## src/rtl/dmem_pkg.sv

```systemverilog
// rtl/dmem_pkg.sv - shared types and constants for the data memory access arbiter
package dmem_pkg;

    typedef enum logic [1:0] {
        ST_IDLE      = 2'd0,
        ST_CORE_BUSY = 2'd1,
        ST_DMA_BUSY  = 2'd2
    } state_e;

    typedef enum logic {
        OWN_CORE = 1'b0,
        OWN_DMA  = 1'b1
    } owner_e;

    localparam logic [2:0] F3_LB  = 3'b000;
    localparam logic [2:0] F3_LH  = 3'b001;
    localparam logic [2:0] F3_LW  = 3'b010;
    localparam logic [2:0] F3_LBU = 3'b100;
    localparam logic [2:0] F3_LHU = 3'b101;
    localparam logic [2:0] F3_SB  = 3'b000;
    localparam logic [2:0] F3_SH  = 3'b001;
    localparam logic [2:0] F3_SW  = 3'b010;

    localparam int MAX_WAIT_DEFAULT = 15;

endpackage

```

## src/rtl/dmem_lane_formatter.sv

```systemverilog
// rtl/dmem_lane_formatter.sv - byte lane enables, store replication, load extension, misalign check
module dmem_lane_formatter
    import dmem_pkg::*;
(
    input  logic        we_i,
    input  logic [2:0]  funct3_i,
    input  logic [1:0]  lane_i,
    input  logic [31:0] wdata_i,
    output logic [3:0]  be_o,
    output logic [31:0] wdata_o,
    output logic        misalign_o,
    input  logic [2:0]  rsp_funct3_i,
    input  logic [1:0]  rsp_lane_i,
    input  logic [31:0] rdata_i,
    output logic [31:0] rdata_o
);

    logic [31:0] rdata_sh;

    always_comb begin
        misalign_o = 1'b0;
        case (funct3_i)
            F3_LB, F3_LBU: misalign_o = 1'b0;
            F3_LH, F3_LHU: misalign_o = lane_i[0];
            F3_LW:         misalign_o = (lane_i != 2'b00);
            default:       misalign_o = 1'b1;
        endcase

        // Loads always fetch the full word; lane selection happens on the way back.
        be_o    = 4'b1111;
        wdata_o = wdata_i;
        if (we_i) begin
            case (funct3_i)
                F3_SB: begin
                    be_o    = 4'b0001 << lane_i;
                    wdata_o = {4{wdata_i[7:0]}};
                end
                F3_SH: begin
                    be_o    = 4'b0011 << lane_i;
                    wdata_o = {2{wdata_i[15:0]}};
                end
                default: ;
            endcase
        end
    end

    always_comb begin
        rdata_sh = rdata_i >> {rsp_lane_i, 3'b000};
        case (rsp_funct3_i)
            F3_LB:   rdata_o = {{24{rdata_sh[7]}}, rdata_sh[7:0]};
            F3_LH:   rdata_o = {{16{rdata_sh[15]}}, rdata_sh[15:0]};
            F3_LBU:  rdata_o = {24'h000000, rdata_sh[7:0]};
            F3_LHU:  rdata_o = {16'h0000, rdata_sh[15:0]};
            default: rdata_o = rdata_sh;
        endcase
    end

endmodule

```

## src/rtl/dmem_access_arbiter.sv

```systemverilog
// rtl/dmem_access_arbiter.sv - core/DMA arbiter and handshake sequencer for the shared data memory
module dmem_access_arbiter
    import dmem_pkg::*;
#(
    parameter int MAX_WAIT = MAX_WAIT_DEFAULT
) (
    input  logic        clk_i,
    input  logic        rst_i,
    input  logic        core_req_i,
    input  logic        core_we_i,
    input  logic [31:0] core_addr_i,
    input  logic [31:0] core_wdata_i,
    input  logic [2:0]  core_funct3_i,
    output logic        core_stall_o,
    output logic [31:0] core_rdata_o,
    output logic        core_done_o,
    output logic        core_err_o,
    input  logic        dma_req_i,
    input  logic        dma_we_i,
    input  logic [31:0] dma_addr_i,
    input  logic [31:0] dma_wdata_i,
    output logic        dma_gnt_o,
    output logic        dma_rvalid_o,
    output logic [31:0] dma_rdata_o,
    output logic        dma_err_o,
    output logic        mem_req_o,
    output logic        mem_we_o,
    output logic [31:0] mem_addr_o,
    output logic [31:0] mem_wdata_o,
    output logic [3:0]  mem_be_o,
    input  logic        mem_ack_i,
    input  logic [31:0] mem_rdata_i
);

    localparam int CW = $clog2(MAX_WAIT + 1);

    state_e      state_q, state_d;
    owner_e      last_owner_q, last_owner_d;
    logic [CW-1:0] cnt_q, cnt_d;
    logic        mem_req_q, mem_req_d;
    logic        mem_we_q, mem_we_d;
    logic [31:0] mem_addr_q, mem_addr_d;
    logic [31:0] mem_wdata_q, mem_wdata_d;
    logic [3:0]  mem_be_q, mem_be_d;
    logic [2:0]  rsp_funct3_q, rsp_funct3_d;
    logic [1:0]  rsp_lane_q, rsp_lane_d;

    logic [3:0]  fmt_be;
    logic [31:0] fmt_wdata;
    logic        fmt_misalign;
    logic [31:0] fmt_rdata;

    logic idle, core_bad, core_win, dma_win, ack_v, timeout, busy_end;

    dmem_lane_formatter u_fmt (
        .we_i         (core_we_i),
        .funct3_i     (core_funct3_i),
        .lane_i       (core_addr_i[1:0]),
        .wdata_i      (core_wdata_i),
        .be_o         (fmt_be),
        .wdata_o      (fmt_wdata),
        .misalign_o   (fmt_misalign),
        .rsp_funct3_i (rsp_funct3_q),
        .rsp_lane_i   (rsp_lane_q),
        .rdata_i      (mem_rdata_i),
        .rdata_o      (fmt_rdata)
    );

    always_ff @(posedge clk_i or posedge rst_i) begin
        if (rst_i) begin
            state_q      <= ST_IDLE;
            last_owner_q <= OWN_DMA;
            cnt_q        <= '0;
            mem_req_q    <= 1'b0;
            mem_we_q     <= 1'b0;
            mem_addr_q   <= '0;
            mem_wdata_q  <= '0;
            mem_be_q     <= '0;
            rsp_funct3_q <= '0;
            rsp_lane_q   <= '0;
        end else begin
            state_q      <= state_d;
            last_owner_q <= last_owner_d;
            cnt_q        <= cnt_d;
            mem_req_q    <= mem_req_d;
            mem_we_q     <= mem_we_d;
            mem_addr_q   <= mem_addr_d;
            mem_wdata_q  <= mem_wdata_d;
            mem_be_q     <= mem_be_d;
            rsp_funct3_q <= rsp_funct3_d;
            rsp_lane_q   <= rsp_lane_d;
        end
    end

    // A misaligned core access is answered locally and never competes for memory.
    assign idle     = (state_q == ST_IDLE);
    assign core_bad = idle & core_req_i & fmt_misalign;
    assign core_win = idle & core_req_i & ~fmt_misalign & (~dma_req_i | (last_owner_q == OWN_DMA));
    assign dma_win  = idle & dma_req_i & ~core_win;
    assign ack_v    = mem_ack_i & mem_req_q;
    assign timeout  = ~idle & ~ack_v & (cnt_q == CW'(MAX_WAIT));
    assign busy_end = ~idle & (ack_v | timeout);

    always_comb begin
        state_d      = state_q;
        last_owner_d = last_owner_q;
        cnt_d        = cnt_q;
        mem_req_d    = mem_req_q;
        mem_we_d     = mem_we_q;
        mem_addr_d   = mem_addr_q;
        mem_wdata_d  = mem_wdata_q;
        mem_be_d     = mem_be_q;
        rsp_funct3_d = rsp_funct3_q;
        rsp_lane_d   = rsp_lane_q;
        if (idle) begin
            cnt_d = '0;
            if (core_win) begin
                state_d      = ST_CORE_BUSY;
                last_owner_d = OWN_CORE;
                mem_req_d    = 1'b1;
                mem_we_d     = core_we_i;
                mem_addr_d   = {core_addr_i[31:2], 2'b00};
                mem_wdata_d  = fmt_wdata;
                mem_be_d     = fmt_be;
                rsp_funct3_d = core_funct3_i;
                rsp_lane_d   = core_addr_i[1:0];
            end else if (dma_win) begin
                state_d      = ST_DMA_BUSY;
                last_owner_d = OWN_DMA;
                mem_req_d    = 1'b1;
                mem_we_d     = dma_we_i;
                mem_addr_d   = dma_addr_i & 32'hFFFF_FFFC;
                mem_wdata_d  = dma_wdata_i;
                mem_be_d     = 4'b1111;
            end
        end else if (busy_end) begin
            state_d   = ST_IDLE;
            mem_req_d = 1'b0;
            cnt_d     = '0;
        end else if (cnt_q != CW'(MAX_WAIT)) begin
            cnt_d = cnt_q + CW'(1);
        end
    end

    // Combinational responses are forced low while reset is held.
    always_comb begin
        core_done_o  = 1'b0;
        core_err_o   = 1'b0;
        core_rdata_o = '0;
        core_stall_o = 1'b0;
        dma_gnt_o    = 1'b0;
        dma_rvalid_o = 1'b0;
        dma_err_o    = 1'b0;
        dma_rdata_o  = '0;
        if (!rst_i) begin
            core_done_o  = core_bad | ((state_q == ST_CORE_BUSY) & busy_end);
            core_err_o   = core_bad | ((state_q == ST_CORE_BUSY) & timeout);
            core_rdata_o = ((state_q == ST_CORE_BUSY) & ack_v & ~mem_we_q) ? fmt_rdata : '0;
            core_stall_o = core_req_i & ~core_done_o;
            dma_gnt_o    = dma_win;
            dma_rvalid_o = (state_q == ST_DMA_BUSY) & busy_end;
            dma_err_o    = (state_q == ST_DMA_BUSY) & timeout;
            dma_rdata_o  = ((state_q == ST_DMA_BUSY) & ack_v) ? mem_rdata_i : '0;
        end
    end

    assign mem_req_o   = mem_req_q;
    assign mem_we_o    = mem_we_q;
    assign mem_addr_o  = mem_addr_q;
    assign mem_wdata_o = mem_wdata_q;
    assign mem_be_o    = mem_be_q;

endmodule

```

## config.mk

```make
export PLATFORM = sky130hd
export DESIGN_NAME = dmem_access_arbiter
export DESIGN_NICKNAME = d
export VERILOG_FILES = /design/src/rtl/dmem_pkg.sv /design/src/rtl/dmem_lane_formatter.sv /design/src/rtl/dmem_access_arbiter.sv
export SDC_FILE = /design/constraint.sdc
export NUM_CORES = 1
export LEC_CHECK = 0
export ABC_CLOCK_PERIOD_IN_PS = 8700
export BUFFER_PORTS_ARGS = -buffer_cell sky130_fd_sc_hd__buf_2
export CORE_ASPECT_RATIO = 0.5
export CORE_MARGIN = 2
export CORE_UTILIZATION = 45
export CTS_CLUSTER_DIAMETER = 150
export CTS_CLUSTER_SIZE = 10
export DETAILED_ROUTE_END_ITERATION = 12
export PLACE_DENSITY = 0.84
export SYNTH_ARGS = -nofsm -noshare
export SYNTH_HDL_FRONTEND = slang
export SYNTH_SLANG_ARGS = --single-unit
```

## constraint.sdc

```tcl
create_clock -name clk_i -period 8.7 [get_ports clk_i]
set_clock_uncertainty 0.1 [all_clocks]
set_input_delay 1.305 -clock clk_i [delete_from_list [all_inputs] [get_ports clk_i]]
set_output_delay 1.305 -clock clk_i [all_outputs]
set_load 0.005 [all_outputs]
```

# Yosys cells after proc, flatten, opt, wreduce, memory -nomap -nowiden
# Index checks and enable logic that the tools add are counted.
op_classes:
  addsub: 1
  multipliers: 0
  div: 0
  magnitude_cmp: 0
  eq_ne: 12
  shift: 3
  n_mux: 36
  bitwise_logic: 29
  n_reduce_logical: 12
ops:
  columns: ["cell", "n"]
  rows:
  - ["$mux W32", 9]
  - ["$pmux W32 S4", 1]
  - ["$pmux W32 S2", 1]
  - ["$shr A32 B5 Y32", 1]
  - ["$mux W4", 6]
  - ["$and A1 B1 Y1", 18]
  - ["$mux W1", 13]
  - ["$eq A3 B3 Y1 const B", 4]
  - ["$mux W2", 4]
  - ["$pmux W4 S2", 1]
  - ["$not A1 Y1", 7]
  - ["$eq A3 B1 Y1 const B", 2]
  - ["$logic_not A3 Y1", 2]
  - ["$reduce_and A2 Y1", 3]
  - ["$reduce_bool A2 Y1", 3]
  - ["$add A4 B1 Y4 const B", 1]
  - ["$eq A4 B4 Y1 const B", 1]
  - ["$ne A4 B4 Y1 const B", 1]
  - ["$or A1 B1 Y1", 4]
  - ["$reduce_or A2 Y1", 2]
  - ["$shl A1 B2 Y4 const A", 1]
  - ["$shl A2 B2 Y4 const A", 1]
  - ["$eq A3 B2 Y1 const B", 1]
  - ["$ne A3 B1 Y1 const B", 1]
  - ["5 further kinds", 5]
totals:
  reg_bits: 82
  latch_bits: 0
  ramBits: 0
  romBits: 0
  out_inout_bits: 140
  n_memories: 0

# Depth between registers and ports, before layout
depth:
  word_depth: 11
  ltp_mapped: 7
  ltp_nobuf: 5

# By module
# A second synthesis with hierarchy kept.
unflattened:
  cells_unflattened: 530
  hier_area_um2: 5321.4
by_module_without_submodules:
  columns: ["module", "instances", "cells_each", "area_each_um2", "seq_area_each_um2"]
  rows:
  - ["dmem_access_arbiter", 1, 362, 4065.1, 2003.2]
  - ["dmem_lane_formatter", 1, 168, 1256.2, 0.0]

# Worst setup path after synthesis
# OpenSTA, ideal clock, no wires.
synth_timing:
  path_type: "input-to-output"
  from: "input rst_i"
  to: "output dma_rdata_o[10]"
  arrival_time_ns: 3.940
  required_time_ns: 7.295
  setup_slack_ns: 3.355
  path_stages: 5
  cell_sequence: "inv_1 nand3_1 nor2_1 clkbuf_1 and2_1"
synth_via:
  elab_chain_cells: 1
synth_rtl:
  columns: ["element", "line_no", "source"]
  rows:
  - ["from (decl)", "dmem_access_arbiter.sv:8", "input logic rst_i,"]
  - ["$mux W32", "dmem_access_arbiter.sv:155", "if (!rst_i) begin"]
  - ["to (decl)", "dmem_access_arbiter.sv:24", "output logic [31:0] dma_rdata_o,"]
# No other way between the ends.

# Worst setup path after layout
layout_timing:
  from: "input rst_i"
  to: "output core_rdata_o[16]"
layout_via:
  elab_chain_cells: 1
layout_rtl:
  columns: ["element", "line_no", "source"]
  rows:
  - ["$mux W32", "dmem_access_arbiter.sv:155", null]
  - ["to (decl)", "dmem_access_arbiter.sv:15", "output logic [31:0] core_rdata_o,"]
# No other way between the ends.

==> impl_results.md <==
* Outcome: finished clean
* Reg area at 2000 sq um
* Clk slew on worst S/H paths at 0.06 ns
* Startpoint types: primary input
* Post-CTS resize count at 0
* Sw Share at 0.370
* CTS Hold Bufs at 0
* Worst Max-Slew Pin Slew at 1.14 ns
* Mapped Area at 4920 sq um
* WL final at 16.7 mm
* Average routed wire per standard cell at 16.3 microns
* Final hold vios at 0
* WP data required at 7.30 ns
* Final setup violation count at 0
* Root Buffer: clkbuf_16
* Internal at 1.19 mW
* Pwr dens at 276 nW/um^2
* # fillers at 918
* EDFF count, synth at 0
* Tmin final at 5.00 ns
* Area Overhead vs Synth at 38.9%
* CTS tree: done
* Initial Utilization at 0.473
* Slew Viols, Final at 0
* Grt total ovfl at 0
* Final ANT Viol Nets at 0
* Crit path launch: rst_i
* Final period util at 0.575
* RSZ-0062 raised after global routing: false
* Max-Cap Viols at 0
* Critical path endpoint category: primary output
* Hold path start: cnt_q[0]
* Leak at 3.66 nW
* Hold Path End: cnt_q[0]
* Multi-input gate area at 2730 sq um
* WHS Path Cells at 1
* Post-DP HPWL at 12.3 mm
* Ratio of cells with drive above 1 in the final layout at 0.408
* DIE HEIGHT at 77.9 microns
* Row Count at 26
* Antenna diode count at 0
* Comb pwr share at 0.419
* Reg2reg setup slack at 6.16 ns
* Worst reg2reg startpoint: state_q[0]
* Clk pwr share at 0.215
* Worst R2R End: mem_wdata_o[25]
* Routed via count at 5521
* First-pass GRT wire length at 27.1 mm
* Pre-antenna DRT Iters at 5
* Async set or reset register ratio after synthesis at 1.00
* Iter 0 DRT Violations at 442
* Post-route DRC at 0
* Setup Buffers After CTS at 0
* Clk buf depth at 2
* Highest clock rate at 0.200 GHz
* Net switching power at 699 uW
* H-tree depth at 3
* # port buffers at 305
* Worst vdd ir at 0.127 mV
* R2R cell count at 5
* Die area at 11800 sq um
* Cells after Synth at 605
* Crit path kind: primary input to primary output
* Crit Path Max Fanout at 17
* NumNets Final at 1051
* CTS sink count at 80
* Die width at 152 microns
* Dpl cells at 1009
* Min-delay worst type: flop to flop
* Placer Congestion at 0.917
* Yosys warnings at 0
* Seq/Total Area, Yosys at 0.407
* Setup TNS at 0 ns
* Headroom to the max-slew limit at 0.232
* Critical Path AT at 3.60 ns
* Register share of total power at 0.366
* Number of global-route vias before repair at 5371
* Mean Syn Cell Area at 8.13 sq um
* Clock buffers created by TritonCTS at 9
* Largest net degree at the start of global routing at 71
* GRT Total Usage at 0.280
* Flops & latches, synth at 80
* Num ports at 310
* Core area at 10400 sq um
* Vias/cell at 5.39
* Clock Latency Late Sink at 0.33 ns
* Main flop type after synthesis: dfrtp_1
* Synth unique cells at 47
* Post-Layout Cell Count at 1025
* Initial antenna violation count at 0
-- flip-flops by register name, indices dropped and copies added, names as in the netlist --
signal and cells:
mem_wdata_o 32, mem_addr_o 30, cnt_q 4, mem_be_o 4, rsp_funct3_q 3, rsp_lane_q 2, state_q 2, last_owner_q 1
mem_req_o 1, mem_we_o 1
-- cell type report --
cell class / instances / area share
timing repair buffer: 313 / 0.232
clock inverter: 6 / 0.0121
tap: 140 / 0.0256
multi-input combinational: 472 / 0.400
clock buffer: 10 / 0.0350
inverter: 4 / 0.00238
sequential: 80 / 0.293
-- metal layers --
metal / global-route usage / part of all wire / up-vias
met5: 0 / 0 / -
met2: 0.514 / 0.52 / 225
met1: 0.333 / 0.40 / 2614
li1: - / - / 2643
met3: 0.0531 / 0.054 / 39
met4: 0.0963 / 0.028 / 0
-- power by group through the flow --
| stage | logic, mW | registers (mW) | clock network (mW) |
|---|---|---|---|
| floorplan | 0.479 | 0.671 | 0 |
| global placement | 0.765 | 0.682 | 0 |
| detailed placement | 0.791 | 0.689 | 0 |
| CTS | 0.794 | 0.687 | 0.413 |
| global route | 0.883 | 0.715 | 0.432 |
| finish | 0.791 | 0.690 | 0.405 |
-- placed cells by master (no fill, tap or decap), types with 4 or more instances in the layout --
cell type / Yosys / routed
nand2_2: 8 / 9
mux2_2: 13 / 13
a211oi_1: 23 / 23
o21ai_0: 23 / 23
clkbuf_16: 0 / 9
nand2_1: 135 / 134
a21oi_1: 16 / 16
nor2b_1: 16 / 16
a22oi_1: 8 / 8
buf_4: 2 / 8
nor2_1: 64 / 64
clkinv_2: 0 / 4
buf_2: 2 / 305
nand3_1: 4 / 4
mux2i_1: 40 / 40
and2_1: 33 / 32
dfrtp_1: 79 / 79
a31oi_1: 56 / 56
-- critical path, stage by stage --
cell and delay [ns]:
buf_2 0.12, or2_4 0.25, or4_1 0.69, or4_1 0.90
o21ai_0 0.19, buf_2 0.14
-- Yosys cell counts (all sizes together), types with 2 or more instances --
cell      n  area, sq um
a211oi   23          173
nand3     4         20.0
a22oi     8         60.1
clkbuf   40          150
a21oi    16         80.1
nor2b    16          100
mux2i    40          400
nor3      2         10.0
nor2     64          240
nand2   143          557
or3       2         12.5
o21ai    25          133
xor2      2         17.5
a31oi    56          350
and2     33          206
and3      2         12.5
inv       3         11.3
buf      10         55.1
dfrtp    79         1980
mux2     13          146
nor4      2         12.5
or4       3         22.5
-- cell families after synthesis --
logic type | share of synthesized area
flip-flops | 0.407
AND/OR/NAND/NOR | 0.255
XOR/XNOR | 0.00534
other | 0.000762
adder cells (fa/ha/maj) | 0.00254
multiplexers | 0.111
buffers and inverters | 0.0447
AO/OA/AOI/OAI | 0.174
-- through the flow --
stage / util / setup WS [ns] / hold WS [ns] / total power [mW] / cell area (sq um)
6_report: 0.657 / 3.70 / 0.363 / 1.89 / 6840
5_1_grt: 0.657 / 3.56 / 0.388 / 2.03 / 6840
4_1_cts: 0.657 / 3.71 / 0.358 / 1.89 / 6840
3_5_place_dp: 0.626 / 3.72 / 0.349 / 1.48 / 6520
3_3_place_gp: 0.626 / 3.75 / 0.346 / 1.45 / 6520
2_1_floorplan: - / 3.36 / 0.329 / 1.15 / 4920
-- how the worst max path moves through the flow --
stage,depth (start not counted),to
6_report,6,core_rdata_o[16]
5_1_grt,6,core_rdata_o[16]
4_1_cts,6,core_rdata_o[16]
3_5_place_dp,6,core_rdata_o[16]
3_3_place_gp,6,core_rdata_o[18]
2_1_floorplan,5,dma_rdata_o[10]
No activity file was read; power rests on OpenSTA's default activity.
